## config.mk

```make
export PLATFORM = sky130hd
export DESIGN_NAME = seq_divider
export DESIGN_NICKNAME = d
export VERILOG_FILES = /design/src/rtl/seq_divider.sv
export SDC_FILE = /design/constraint.sdc
export NUM_CORES = 1
export LEC_CHECK = 0
export CORE_MARGIN = 3
export CORE_UTILIZATION = 30
export CTS_BUF_LIST = sky130_fd_sc_hd__clkbuf_4 sky130_fd_sc_hd__clkbuf_8 sky130_fd_sc_hd__clkbuf_16
export DETAILED_ROUTE_END_ITERATION = 10
export PLACE_DENSITY = 0.46
export SLEW_MARGIN = 20
export SYNTH_ARGS = -nofsm -noshare
export SYNTH_HDL_FRONTEND = slang
export SYNTH_SLANG_ARGS = --single-unit
```

## constraint.sdc

```tcl
create_clock -name clk -period 2.88 [get_ports clk]
set_input_delay 0.288 -clock clk [delete_from_list [all_inputs] [get_ports clk]]
set_output_delay 0.288 -clock clk [all_outputs]
set_load 0.01 [all_outputs]
```

## src/rtl/seq_divider.sv

```systemverilog
// seq_divider: multi-cycle restoring shift-subtract divider.
// Produces one quotient bit per clock; start is accepted while ready=1
// (idle or the single done cycle, so back-to-back operation works).
// Optional macro SIGNED_EN: adds two's complement support selected by mode.
// Ports:
//   clk   - system clock, rising edge
//   rst   - asynchronous active-low reset
//   start - operation request, sampled while ready=1
//   mode  - 1 = signed operands (SIGNED_EN only, otherwise ignored)
//   xin   - dividend (XW bits)
//   yin   - divisor (YW bits)
//   out   - quotient, registered
//   rem   - remainder, registered
//   dz    - divide-by-zero flag for the current result
//   done  - one-cycle pulse when out/rem/dz become valid
//   ready - high when able to accept start
module seq_divider #(
  parameter int unsigned XW = 16,
  parameter int unsigned YW = 8
) (
  input  logic          clk,
  input  logic          rst,
  input  logic          start,
  input  logic          mode,
  input  logic [XW-1:0] xin,
  input  logic [YW-1:0] yin,
  output logic [XW-1:0] out,
  output logic [YW-1:0] rem,
  output logic          dz,
  output logic          done,
  output logic          ready
);

  localparam int unsigned CW = $clog2(XW + 1);
  localparam logic [CW-1:0] LAST = CW'(XW - 1);

  typedef enum logic [1:0] {IDLE, DIV, DONE} state_t;

  state_t        state_q, state_d;
  logic [CW-1:0] cnt_q, cnt_d;
  // Partial remainder is always below the divisor between steps, so YW bits
  // suffice for storage; the shifted value uses YW+1 bits for the compare.
  logic [YW-1:0] p_q, p_d;
  logic [XW-1:0] q_q, q_d;
  logic [YW-1:0] y_q, y_d;
  logic [XW-1:0] out_d;
  logic [YW-1:0] rem_d;
  logic          dz_d, done_d, ready_d;
  logic [YW:0]   p_sh;
  logic [XW-1:0] q_sh;
  logic [XW-1:0] xmag;
  logic [YW-1:0] ymag;

`ifdef SIGNED_EN
  // Sign of quotient and of remainder, captured at start.
  logic sq_q, sq_d, sr_q, sr_d;
  logic sx, sy;
  assign sx   = mode & xin[XW-1];
  assign sy   = mode & yin[YW-1];
  assign xmag = sx ? (~xin + XW'(1)) : xin;
  assign ymag = sy ? (~yin + YW'(1)) : yin;
`else
  logic unused_mode;
  assign unused_mode = mode;
  assign xmag = xin;
  assign ymag = yin;
`endif

  // Next-state and datapath update.
  always_comb begin
    state_d = state_q;
    cnt_d   = cnt_q;
    p_d     = p_q;
    q_d     = q_q;
    y_d     = y_q;
    out_d   = out;
    rem_d   = rem;
    dz_d    = dz;
    done_d  = 1'b0;
    ready_d = ready;
    p_sh    = {p_q, q_q[XW-1]};
    q_sh    = {q_q[XW-2:0], 1'b0};
`ifdef SIGNED_EN
    sq_d    = sq_q;
    sr_d    = sr_q;
`endif
    case (state_q)
      IDLE, DONE: begin
        ready_d = 1'b1;
        state_d = IDLE;
        if (start) begin
          if (yin == '0) begin
            state_d = DONE;
            done_d  = 1'b1;
            dz_d    = 1'b1;
            out_d   = '1;
            rem_d   = xin[YW-1:0];
          end else begin
            state_d = DIV;
            ready_d = 1'b0;
            cnt_d   = '0;
            p_d     = '0;
            q_d     = xmag;
            y_d     = ymag;
`ifdef SIGNED_EN
            sq_d    = sx ^ sy;
            sr_d    = sx;
`endif
          end
        end
      end
      DIV: begin
        if (p_sh >= {1'b0, y_q}) begin
          p_d = YW'(p_sh - {1'b0, y_q});
          q_d = q_sh | XW'(1);
        end else begin
          p_d = p_sh[YW-1:0];
          q_d = q_sh;
        end
        cnt_d = cnt_q + CW'(1);
        if (cnt_q == LAST) begin
          state_d = DONE;
          done_d  = 1'b1;
          ready_d = 1'b1;
          dz_d    = 1'b0;
`ifdef SIGNED_EN
          out_d   = sq_q ? (~q_d + XW'(1)) : q_d;
          rem_d   = sr_q ? (~p_d + YW'(1)) : p_d;
`else
          out_d   = q_d;
          rem_d   = p_d;
`endif
        end
      end
      default: state_d = IDLE;
    endcase
  end

  // State and datapath registers.
  always_ff @(posedge clk or negedge rst) begin
    if (!rst) begin
      state_q <= IDLE;
      cnt_q   <= '0;
      p_q     <= '0;
      q_q     <= '0;
      y_q     <= '0;
      out     <= '0;
      rem     <= '0;
      dz      <= 1'b0;
      done    <= 1'b0;
      ready   <= 1'b1;
`ifdef SIGNED_EN
      sq_q    <= 1'b0;
      sr_q    <= 1'b0;
`endif
    end else begin
      state_q <= state_d;
      cnt_q   <= cnt_d;
      p_q     <= p_d;
      q_q     <= q_d;
      y_q     <= y_d;
      out     <= out_d;
      rem     <= rem_d;
      dz      <= dz_d;
      done    <= done_d;
      ready   <= ready_d;
`ifdef SIGNED_EN
      sq_q    <= sq_d;
      sr_q    <= sr_d;
`endif
    end
  end

endmodule
```

==> metrics.txt <==
status=complete, no violations; worst clock skew=0.00802 ns; drt via density=5.03; placed cells=555; Cell Area, Synth=3520 sq um; synthesized flop and latch total=66; Final #Nets=466; synthesized instance count=372; power per cell area=1250 nW/um^2; commonest non-fill, non-tap cells in the layout=65 x dfrtp_1, 55 x nand2_1, 52 x clkdlybuf4s50_1; largest net degree at the start of global routing=41; Critical Path Source Type=flip-flop; fraction of registers with async set/reset=1.00; number of synthesis warnings=0; CTS tree=yes; final hold vios=0; Critical Path Start=p_q[2]; CTS buffer count=9; DP Wirelength=6550 um; crit path kind=reg2reg; register area share after synthesis=0.469; min cycle time layout=2.35 ns; Routed WL=9350 um; EDFF count, synth=0; Root Buffer=clkbuf_16; global-route wire length before repair=15,200 um; R2R Path Start=p_q[2]; area grow syn2layout=26.7%; CTS H-tree depth=3; Post-DP Area=4150 sq um; Clock Path Buffers=2; syn_nets=411; Pins Over Slew Limit=0; Least-Margin Pin Slew=0.637 ns; Static Leak=1.85 nW; period utilization=0.816; Required @ worst endpoint=3.10 ns; Worst EP arrival=2.57 ns; setup repair bufs after CTS=0; Core Area=11,200 sq um; worst reg2reg path depth=6; CTS Sinks=66; Mean Syn Cell Area=9.47 sq um; Max Cap Viol=0; PortBufs=53; Die Wd=114 um; peak supply drop=405 uV; fin cells=572; Die Ht=114 um; clk slew on worst S/H paths=0.06 ns; RePlAce Congestion=0.815; Routed WL per cell=16.3 um; Routed Antenna Nets=0; setup TNS=0 ns; Starting Density=0.315; vias in the first global route=2,842; post-route cell area=4470 sq um; Worst R2R Setup Slack=0.53 ns; Initial DRC Count=162; grt ovf=0; fmax=426 MHz; GRT Overall Usage=0.148; CP max FO=13; Main synth FF type=dfrtp_1; most common cell after layout, fill and taps aside=dfrtp_1; Crit. End Element=flip-flop; Rows=38; Die Area=13,100 sq um; Clk Latency, worst-skew pair=0.33 ns; unrepaired setup endpoints after global routing=no; antenna violations before repair=0; Tot Pwr=5.60 mW; IO Count=55; Pre-antenna DRT Iters=4; vias post-DR=2,877; RR Endpoint=p_q[7]; layout cells sized above 1=0.167; # DRC=0; Inserted Diodes=0; Rel. slew slack=0.575; Worst Hold Class=in2async; Synth cell types=47; endpoints failing setup=0
per-stage QoR:
stage	util	hold slack [ns]	setup slack (ns)
after floorplan	-	-0.00759	0.853
after global placement	0.371	0.305	0.270
after detailed placement	0.371	0.305	0.207
after CTS	0.399	0.489	0.200
after global routing	0.400	0.510	0.314
final	0.400	0.473	0.530
critical path, stage by stage (launching register included):
cell and delay [ns]:
dfrtp_1 0.41, ha_1 0.38, nand3_1 0.16, o21bai_1 0.23, a21oi_2 0.55, nor2_1 0.22
o31ai_1 0.30
cells by family (layout without fill, tap and decap cells):
kind of cell,count (synthesis),after routing,synth area share
AO/OA/AOI/OAI,100,100,0.194
XOR/XNOR,4,4,0.00994
adder cells (fa/ha/maj),11,11,0.0412
buffers and inverters,37,97,0.0650
flip-flops,66,66,0.469
AND/OR/NAND/NOR,154,154,0.221
routing by layer:
layer | vias up | share of wire | GRT usage
li1 | 1427 | - | -
met1 | 1394 | 0.48 | 0.208
met2 | 50 | 0.47 | 0.232
met3 | 6 | 0.039 | 0.0381
met4 | 0 | 0.0066 | 0.0309
met5 | - | 0 | 0
how the worst max path moves through the flow:
stage	slack, ns	endpoint	cells past startpoint
3_5_place_dp	0.21	p_q[7]	6
3_3_place_gp	0.27	p_q[7]	6
6_report	0.53	p_q[7]	6
4_1_cts	0.20	p_q[7]	6
2_1_floorplan	0.85	rem[4]	11
5_1_grt	0.31	p_q[4]	7
Yosys cell counts, types with 3 or more instances:
master,instances,area share
buf_6,4,0.013
inv_1,13,0.014
o31ai_1,4,0.0085
buf_12,3,0.017
a21oi_2,15,0.037
ha_1,10,0.036
nor2_2,14,0.025
nand4_1,9,0.016
nor2b_1,3,0.0053
a31oi_1,19,0.034
nand3_1,20,0.028
a21oi_1,14,0.020
dfrtp_1,65,0.46
o211ai_1,7,0.015
and3_1,10,0.018
clkbuf_1,9,0.0096
buf_2,5,0.0071
nor2_1,28,0.030
o21ai_0,21,0.030
o2111ai_1,3,0.0075
xor2_1,4,0.0099
nand2_1,55,0.059
a21o_1,6,0.013
timing repair:
| item | CTS | global route |
|---|---|---|
| hold buffers | 1 | 0 |
| gates resized for setup | 0 | 1 |
| hold endpoints to repair | 21 | 0 |
| setup endpoints to repair | 0 | 2 |
flip-flops by register name (all words and copies together) (netlist names):
register,flops
p_q,8
ready,1
dz,1
state_q,2
y_q,8
rem,8
out,16
q_q,16
cnt_q,5
done,1
layout make-up:
type,count,area [sq um]
Sequential cell,66,1650
Clock buffer,9,225
Tap cell,140,175
Timing Repair Buffer,67,633
Inverter,14,57.6
Fill cell,1144,6710
Multi-Input combinational cell,269,1650
Clock inverter,7,76.3
report_power, final:
group	internal [mW]	switching, mW	total (mW)
logic	1.21	1.65	2.86
clock network	0.676	0.445	1.12
registers	1.36	0.267	1.63
(Power assumes the default switching activity.)
